`config.mk`:
```
export PLATFORM = sky130hd
export DESIGN_NAME = alu_cmd_driver
export DESIGN_NICKNAME = d
export VERILOG_FILES = /design/src/rtl/alu_pkg.sv /design/src/rtl/alu_op_decode.sv /design/src/rtl/alu_cmd_driver.sv
export SDC_FILE = /design/constraint.sdc
export NUM_CORES = 1
export LEC_CHECK = 0
export CELL_PAD_IN_SITES_DETAIL_PLACEMENT = 0
export CELL_PAD_IN_SITES_GLOBAL_PLACEMENT = 1
export CORE_UTILIZATION = 39
export CTS_CLUSTER_DIAMETER = 60
export DETAILED_ROUTE_END_ITERATION = 7
export PLACE_DENSITY_LB_ADDON = 0.1
export SLEW_MARGIN = 5
export SYNTH_ARGS = -nofsm -noshare
export SYNTH_HDL_FRONTEND = slang
export SYNTH_HIERARCHICAL = 1
export SYNTH_SLANG_ARGS = --single-unit
```
`constraint.sdc`:
```
create_clock -name clk -period 4.9 [get_ports clk]
set_input_delay 1.225 -clock clk [delete_from_list [all_inputs] [get_ports clk]]
set_output_delay 1.225 -clock clk [all_outputs]
set_load 0.02 [all_outputs]
```
`src/rtl/alu_pkg.sv`:
```
// Shared definitions for the ALU command driver: FSM states, command
// opcodes, accumulator modes, response codes and one-hot selector values.
package alu_pkg;

  localparam int unsigned OP_W      = 3;
  localparam int unsigned ACC_W     = 2;
  localparam int unsigned IN_SEL_W  = 3;
  localparam int unsigned OUT_SEL_W = 7;
  localparam int unsigned ERR_W     = 2;
  localparam int unsigned ERR_CNT_W = 8;

  typedef enum logic [1:0] {
    S_IDLE    = 2'b00,
    S_ISSUE   = 2'b01,
    S_CAPTURE = 2'b10,
    S_RESP    = 2'b11
  } state_e;

  localparam logic [OP_W-1:0] OP_AND  = 3'd0;
  localparam logic [OP_W-1:0] OP_OR   = 3'd1;
  localparam logic [OP_W-1:0] OP_NOT  = 3'd2;
  localparam logic [OP_W-1:0] OP_XOR  = 3'd3;
  localparam logic [OP_W-1:0] OP_ADD  = 3'd4;
  localparam logic [OP_W-1:0] OP_SUB  = 3'd5;
  localparam logic [OP_W-1:0] OP_MULT = 3'd6;
  localparam logic [OP_W-1:0] OP_ILL  = 3'd7;

  localparam logic [ACC_W-1:0] ACC_PERSIST = 2'd0;
  localparam logic [ACC_W-1:0] ACC_LOAD    = 2'd1;
  localparam logic [ACC_W-1:0] ACC_CLEAR   = 2'd2;
  localparam logic [ACC_W-1:0] ACC_ILL     = 2'd3;

  localparam logic [ERR_W-1:0] ERR_OK  = 2'd0;
  localparam logic [ERR_W-1:0] ERR_OVF = 2'd1;
  localparam logic [ERR_W-1:0] ERR_ILL = 2'd2;

  localparam logic [IN_SEL_W-1:0] IN_SEL_PERSIST = 3'b100;
  localparam logic [IN_SEL_W-1:0] IN_SEL_LOAD    = 3'b010;
  localparam logic [IN_SEL_W-1:0] IN_SEL_CLEAR   = 3'b001;

  localparam logic [OUT_SEL_W-1:0] OUT_SEL_AND  = 7'b1000000;
  localparam logic [OUT_SEL_W-1:0] OUT_SEL_OR   = 7'b0100000;
  localparam logic [OUT_SEL_W-1:0] OUT_SEL_NOT  = 7'b0010000;
  localparam logic [OUT_SEL_W-1:0] OUT_SEL_XOR  = 7'b0001000;
  localparam logic [OUT_SEL_W-1:0] OUT_SEL_ADD  = 7'b0000100;
  localparam logic [OUT_SEL_W-1:0] OUT_SEL_SUB  = 7'b0000010;
  localparam logic [OUT_SEL_W-1:0] OUT_SEL_MULT = 7'b0000001;

endpackage

```
`src/rtl/alu_op_decode.sv`:
```
// Combinational decode of a command's op/acc fields into the ALU one-hot
// selectors, plus a flag for reserved encodings.
//   op, acc    : raw command fields
//   in_sel_c   : accumulator-mux one-hot
//   out_sel_c  : output-mux one-hot
//   illegal_c  : op or acc uses a reserved encoding
module alu_op_decode
  import alu_pkg::*;
(
  input  logic [OP_W-1:0]      op,
  input  logic [ACC_W-1:0]     acc,
  output logic [IN_SEL_W-1:0]  in_sel_c,
  output logic [OUT_SEL_W-1:0] out_sel_c,
  output logic                 illegal_c
);

  always_comb begin
    in_sel_c  = IN_SEL_PERSIST;
    out_sel_c = '0;
    illegal_c = 1'b0;

    case (acc)
      ACC_PERSIST: in_sel_c = IN_SEL_PERSIST;
      ACC_LOAD:    in_sel_c = IN_SEL_LOAD;
      ACC_CLEAR:   in_sel_c = IN_SEL_CLEAR;
      default:     illegal_c = 1'b1;
    endcase

    case (op)
      OP_AND:  out_sel_c = OUT_SEL_AND;
      OP_OR:   out_sel_c = OUT_SEL_OR;
      OP_NOT:  out_sel_c = OUT_SEL_NOT;
      OP_XOR:  out_sel_c = OUT_SEL_XOR;
      OP_ADD:  out_sel_c = OUT_SEL_ADD;
      OP_SUB:  out_sel_c = OUT_SEL_SUB;
      OP_MULT: out_sel_c = OUT_SEL_MULT;
      default: illegal_c = 1'b1;
    endcase
  end

endmodule

```
`src/rtl/alu_cmd_driver.sv`:
```
// Command-side driver for the accumulator ALU. Accepts a command, drives the
// ALU selectors/operands with register timing, captures result/overflow and
// returns them over a response handshake.
//   cmd_*     : command handshake and fields
//   alu_*     : select/operand outputs to the ALU, result/overflow from it
//   rsp_*     : response handshake, data and error code
//   busy, cmd_count, err_count : status
module alu_cmd_driver
  import alu_pkg::*;
#(
  parameter int unsigned WIDTH = 8,
  parameter int unsigned CNT_W = 16
) (
  input  logic                 clk,
  input  logic                 rst,
  input  logic                 cmd_valid,
  output logic                 cmd_ready,
  input  logic [OP_W-1:0]      cmd_op,
  input  logic [ACC_W-1:0]     cmd_acc,
  input  logic [WIDTH-1:0]     cmd_a,
  input  logic [WIDTH-1:0]     cmd_b,
  output logic [IN_SEL_W-1:0]  alu_in_sel,
  output logic [WIDTH-1:0]     alu_num1,
  output logic [WIDTH-1:0]     alu_num2,
  output logic [OUT_SEL_W-1:0] alu_out_sel,
  input  logic [WIDTH-1:0]     alu_result,
  input  logic                 alu_ovf,
  output logic                 rsp_valid,
  input  logic                 rsp_ready,
  output logic [WIDTH-1:0]     rsp_data,
  output logic [ERR_W-1:0]     rsp_err,
  output logic                 busy,
  output logic [CNT_W-1:0]     cmd_count,
  output logic [ERR_CNT_W-1:0] err_count
);

  state_e                 state_q, state_d;
  logic                   settle_q, settle_d;
  logic [OUT_SEL_W-1:0]   pend_sel_q, pend_sel_d;
  logic                   cmd_ready_q, cmd_ready_d;
  logic                   busy_q, busy_d;
  logic [IN_SEL_W-1:0]    in_sel_q, in_sel_d;
  logic [WIDTH-1:0]       num1_q, num1_d;
  logic [WIDTH-1:0]       num2_q, num2_d;
  logic [OUT_SEL_W-1:0]   out_sel_q, out_sel_d;
  logic                   rsp_valid_q, rsp_valid_d;
  logic [WIDTH-1:0]       rsp_data_q, rsp_data_d;
  logic [ERR_W-1:0]       rsp_err_q, rsp_err_d;
  logic [CNT_W-1:0]       cmd_count_q, cmd_count_d;
  logic [ERR_CNT_W-1:0]   err_count_q, err_count_d;

  logic [IN_SEL_W-1:0]    dec_in_sel;
  logic [OUT_SEL_W-1:0]   dec_out_sel;
  logic                   dec_illegal;
  logic                   cmd_hs;

  alu_op_decode u_dec (
    .op        (cmd_op),
    .acc       (cmd_acc),
    .in_sel_c  (dec_in_sel),
    .out_sel_c (dec_out_sel),
    .illegal_c (dec_illegal)
  );

  assign cmd_hs = (state_q == S_IDLE) && cmd_valid && cmd_ready_q;

  // Next-state and registered-output logic
  always_comb begin
    state_d     = state_q;
    settle_d    = settle_q;
    pend_sel_d  = pend_sel_q;
    in_sel_d    = IN_SEL_PERSIST;   // accumulator follows the result between commands
    num1_d      = num1_q;
    num2_d      = num2_q;
    out_sel_d   = out_sel_q;
    rsp_data_d  = rsp_data_q;
    rsp_err_d   = rsp_err_q;
    cmd_count_d = cmd_count_q;
    err_count_d = err_count_q;

    case (state_q)
      S_IDLE: begin
        if (cmd_hs) begin
          if (dec_illegal) begin
            state_d    = S_RESP;
            rsp_data_d = '0;
            rsp_err_d  = ERR_ILL;
          end else begin
            state_d    = S_ISSUE;
            in_sel_d   = dec_in_sel;
            num1_d     = (cmd_acc == ACC_LOAD) ? cmd_a : '0;
            num2_d     = cmd_b;
            pend_sel_d = dec_out_sel;
          end
        end
      end
      S_ISSUE: begin
        // ALU input registers capture now; switch the output mux to the new op.
        state_d     = S_CAPTURE;
        out_sel_d   = pend_sel_q;
        settle_d    = 1'b1;
        cmd_count_d = cmd_count_q + CNT_W'(1);
      end
      S_CAPTURE: begin
        // One settle cycle lets the ALU output register reflect the new op.
        if (settle_q) begin
          settle_d = 1'b0;
        end else begin
          state_d    = S_RESP;
          rsp_data_d = alu_result;
          rsp_err_d  = alu_ovf ? ERR_OVF : ERR_OK;
        end
      end
      S_RESP: begin
        if (rsp_ready) begin
          state_d = S_IDLE;
          if ((rsp_err_q != ERR_OK) && (err_count_q != {ERR_CNT_W{1'b1}})) begin
            err_count_d = err_count_q + ERR_CNT_W'(1);
          end
        end
      end
      default: state_d = S_IDLE;
    endcase

    rsp_valid_d = (state_d == S_RESP);
    cmd_ready_d = (state_d == S_IDLE);
    busy_d      = (state_d != S_IDLE);
  end

  // State and output registers
  always_ff @(posedge clk or negedge rst) begin
    if (!rst) begin
      state_q     <= S_IDLE;
      settle_q    <= 1'b0;
      pend_sel_q  <= '0;
      cmd_ready_q <= 1'b0;
      busy_q      <= 1'b0;
      in_sel_q    <= IN_SEL_CLEAR;
      num1_q      <= '0;
      num2_q      <= '0;
      out_sel_q   <= '0;
      rsp_valid_q <= 1'b0;
      rsp_data_q  <= '0;
      rsp_err_q   <= ERR_OK;
      cmd_count_q <= '0;
      err_count_q <= '0;
    end else begin
      state_q     <= state_d;
      settle_q    <= settle_d;
      pend_sel_q  <= pend_sel_d;
      cmd_ready_q <= cmd_ready_d;
      busy_q      <= busy_d;
      in_sel_q    <= in_sel_d;
      num1_q      <= num1_d;
      num2_q      <= num2_d;
      out_sel_q   <= out_sel_d;
      rsp_valid_q <= rsp_valid_d;
      rsp_data_q  <= rsp_data_d;
      rsp_err_q   <= rsp_err_d;
      cmd_count_q <= cmd_count_d;
      err_count_q <= err_count_d;
    end
  end

  assign cmd_ready   = cmd_ready_q;
  assign busy        = busy_q;
  assign alu_in_sel  = in_sel_q;
  assign alu_num1    = num1_q;
  assign alu_num2    = num2_q;
  assign alu_out_sel = out_sel_q;
  assign rsp_valid   = rsp_valid_q;
  assign rsp_data    = rsp_data_q;
  assign rsp_err     = rsp_err_q;
  assign cmd_count   = cmd_count_q;
  assign err_count   = err_count_q;

endmodule

```
==> impl_summary.txt <==
----------------------------------------------------
[Global route]
  Number of antenna violations at the first check in global routing ... 0
  Total gr overflow ... 0
  GRT met3 Usage ... 5.83%
  Met1 demand-to-capacity share in global routing ... 18.3%
  Number of global-route vias before repair ... 2217
  Global-route wire length before repair ... 10.6 mm
  Maximum number of pins on one net before global-route repair ... 74
  Busiest layer in global routing ... met2
  Overall Global Routing Usage ... 16.1%
  Met2 routing resource usage after global routing ... 28.1%

[Finish]
  Final Cell Area ... 0.00444 mm2
  Area Overhead vs Synth ... 39.0%
  Share of final-layout standard cells stronger than drive strength 1 ... 13.0%
  Most common library cell in the layout ignoring fill and taps ... sky130_fd_sc_hd__clkdlybuf4s50_1
  Total Nets Final ... 415
  Commonest non-fill, non-tap cells in the layout ... sky130_fd_sc_hd__clkdlybuf4s50_1 (95), sky130_fd_sc_hd__dfrtp_1 (72), sky130_fd_sc_hd__nand2_1 (46)
  Antenna diode count ... 0

[Routing]
  Via count ... 2244
  WL/cell ... 13.3 um
  Iteration-0 DRC count of the detailed router ... 55
  Drc violations ... 0
  Vias/cell ... 4.69
  Final ANT Viol Nets ... 0
  Final wirelength ... 6.35 mm
  Number of iterations in the first detailed-routing pass ... 4

[Flow run]
  Max-capacitance violation count ... 0

[CTS]
  Clock transition time at the flip-flop clock pins of the worst setup and hold paths ... 0.08 ns
  Clock latency reported for the late side of the worst-skew pair ... 0.33 ns
  Setup repair bufs after CTS ... 0
  Number of buffers added by the clock tree synthesis step ... 9
  Sink count of the clock tree ... 73
  Hold buffers post-CTS ... 0
  Clock tree from TritonCTS ... yes
  CTS HTree Levels ... 3
  Post_cts resized ... 0
  Root Driver ... sky130_fd_sc_hd__clkbuf_8
  Maximum root-to-sink buffer count ... 2

[Die]
  Area of the die ... 0.00857 mm2
  Initial Util ... 40.8%
  I/O pin count ... 97
  Height of the die ... 92.6 um
  Core region area ... 0.00785 mm2
  Chip width ... 92.6 um
  Placement row count ... 32

[Setup path]
  Cells traversed along the worst timing path ... clkdlybuf4s50_1, ha_1, a31o_2, or2_1, buf_4, mux2_2
  Cell with the largest stage delay on the worst path ... sky130_fd_sc_hd__or2_1
  Crit path kind ... input port to register
  Required arrival time at the worst endpoint ... 5.11 ns
  Startpoint Class ... input port
  Max incr delay on CP ... 0.56 ns
  Arrival time at the worst endpoint ... 3.37 ns
  Highest net fanout along the worst path ... 22
  Kind of end point of the critical path ... register

[Timing]
  Number of slew-limit violations in the final report ... 0
  Unrepaired setup endpoints after global routing ... no
  Final hold viol count ... 0
  Highest clock rate ... 317 MHz
  Worst path setup slack after routing ... 1.75 ns
  Portion of the clock cycle consumed by the worst path in the final layout ... 64.4%
  Aggregate negative setup slack ... 0 ns
  Tightest slew margin relative to the limit ... 38.8%
  # setup viols final ... 0
  Period minus WS final ... 3.15 ns
  Worst clock skew ... 0.00893 ns
  Slew at the pin closest to its max-slew limit ... 0.918 ns

[Pwr]
  Leakage power summed over all cells ... 2.03 nW
  Highest ir drop seen on vdd ... 287 uV
  Power density cells ... 570 mW/mm2
  Total power ... 0.00253 W

[Placed design]
  Global placement routability congestion ... 0.711
  Post-Place Setup Slack ... 1.35 ns
  # port buffers ... 96
  Total half-perimeter wirelength after legalization and detailed placement ... 4.52 mm
  Cell area after placement ... 0.00423 mm2

[Synth]
  Synthesized net count ... 318
  Number of synthesized flops with an enable pin ... 0
  Synthesis-stage register bit count ... 73
  Syn_area_per_cell ... 11.6 um2
  Fraction of synthesis flops using an asynchronous set or reset pin ... 100%
  Total number of yosys warnings ... 6
  Cell count after synthesis ... 275
  Distinct cells, synth ... 36
  Area of the mapped netlist ... 0.00320 mm2
  Share of the yosys chip area belonging to registers ... 57.2%
  Most instantiated flip-flop cell in the synthesis netlist ... sky130_fd_sc_hd__dfrtp_1

[Status]
  Status ... finished, final reports clean

[Hold path]
  Kind of path behind the tightest hold check ... register to register

----------------------------------------------------
==> logic make-up (layout without fill, tap and decap cells) <==
group / Yosys count / count (layout) / share of synthesized area (%)
AOI/OAI and AO/OA: 34 / 34 / 5.87
xor gates and xnor gates: 18 / 18 / 4.93
adders and majority gates: 9 / 9 / 3.52
buffers and inverters: 20 / 121 / 3.09
DFF: 73 / 73 / 57.2
muxes: 27 / 27 / 10.9
and+or+nand+nor: 94 / 94 / 14.6
==> layer usage <==
| metal | share of wire [%] | vias to the layer above | wire [um] |
|---|---|---|---|
| met3 | 5.6 | 4 | 353 |
| met4 | 0.71 | 0 | 45 |
| met1 | 42 | 1068 | 2690 |
| li1 | - | 1117 | - |
| met2 | 51 | 55 | 3270 |
| met5 | 0 | - | 0 |
==> final cells by class <==
type | instances | area (um2)
fill | 720 | 3400
sequential | 73 | 1830
multi-input combinational | 182 | 1270
timing repair buffer | 97 | 966
clock buffer | 11 | 141
tap | 102 | 128
clock inverter | 4 | 76.3
inverter | 9 | 33.8
==> worst paths after layout <==
path	cells past startpoint	to	startpoint	slack, ns
hold / removal	1	cmd_count[15]	cmd_count[15]	0.47
max in group asynchronous	1	alu_num2[7]	rst	3.28
setup reg to reg	6	pend_sel_q[0]	state_q[1]	2.61
hold reg to reg	1	cmd_count[15]	cmd_count[15]	0.47
setup / recovery	6	pend_sel_q[0]	cmd_acc[1]	1.75
min in group asynchronous	1	alu_out_sel[5]	rst	1.00
==> cells in the mapped netlist (all sizes together), types with 2 or more instances <==
cell	number	area share, %
or3	2	0.39
mux2	26	11
ha	9	3.5
and3	4	0.78
and3b	3	0.94
xnor2	11	3.0
o21ai	22	3.4
clkbuf	5	0.59
nand2	46	5.4
nor3	3	0.63
a21oi	7	1.1
buf	6	1.4
dfrtp	72	56
nand3	7	1.3
nor3b	3	0.70
nand4	4	0.78
xor2	7	1.9
inv	9	1.1
and4	4	1.1
nor2b	3	0.59
nor2	12	1.4
==> state kept, by name, summed over array words and instances, names as in the netlist <==
name and cells:
settle_q 1, rsp_data 8, rsp_valid 1, alu_num1 8, alu_num2 8, alu_out_sel 7, pend_sel_q 7, alu_in_sel 3
rsp_err 2, cmd_count 16, err_count 8, cmd_ready 1, state_q 2, busy 1
==> worst max-delay path: cells and delay by family <==
kind	cells	cell delay, ns
AND/OR/NAND/NOR	1	0.56
multiplexers	1	0.36
adder cells (fa/ha/maj)	1	0.20
buffers and inverters	2	0.89
AO/OA/AOI/OAI	1	0.13
==> where the power goes <==
part           leakage (nW)  internal [W]  total (W)  switching, W
sequential            0.954      0.000815   0.000957      0.000142
combinational         0.967      0.000537    0.00106      0.000527
clock                 0.106      0.000300   0.000511      0.000212
total                  2.03       0.00165    0.00253      0.000881
==> through the flow <==
stage          utilization (%)  hold WS, ns  instances
2_1_floorplan                -        0.474        275
3_3_place_gp              53.9        0.461        463
3_5_place_dp              53.9        0.465        463
4_1_cts                   56.6        0.477        478
5_1_grt                   56.6        0.502        478
6_report                  56.6        0.472        478
Note: power is estimated with default switching activity, not from simulation.
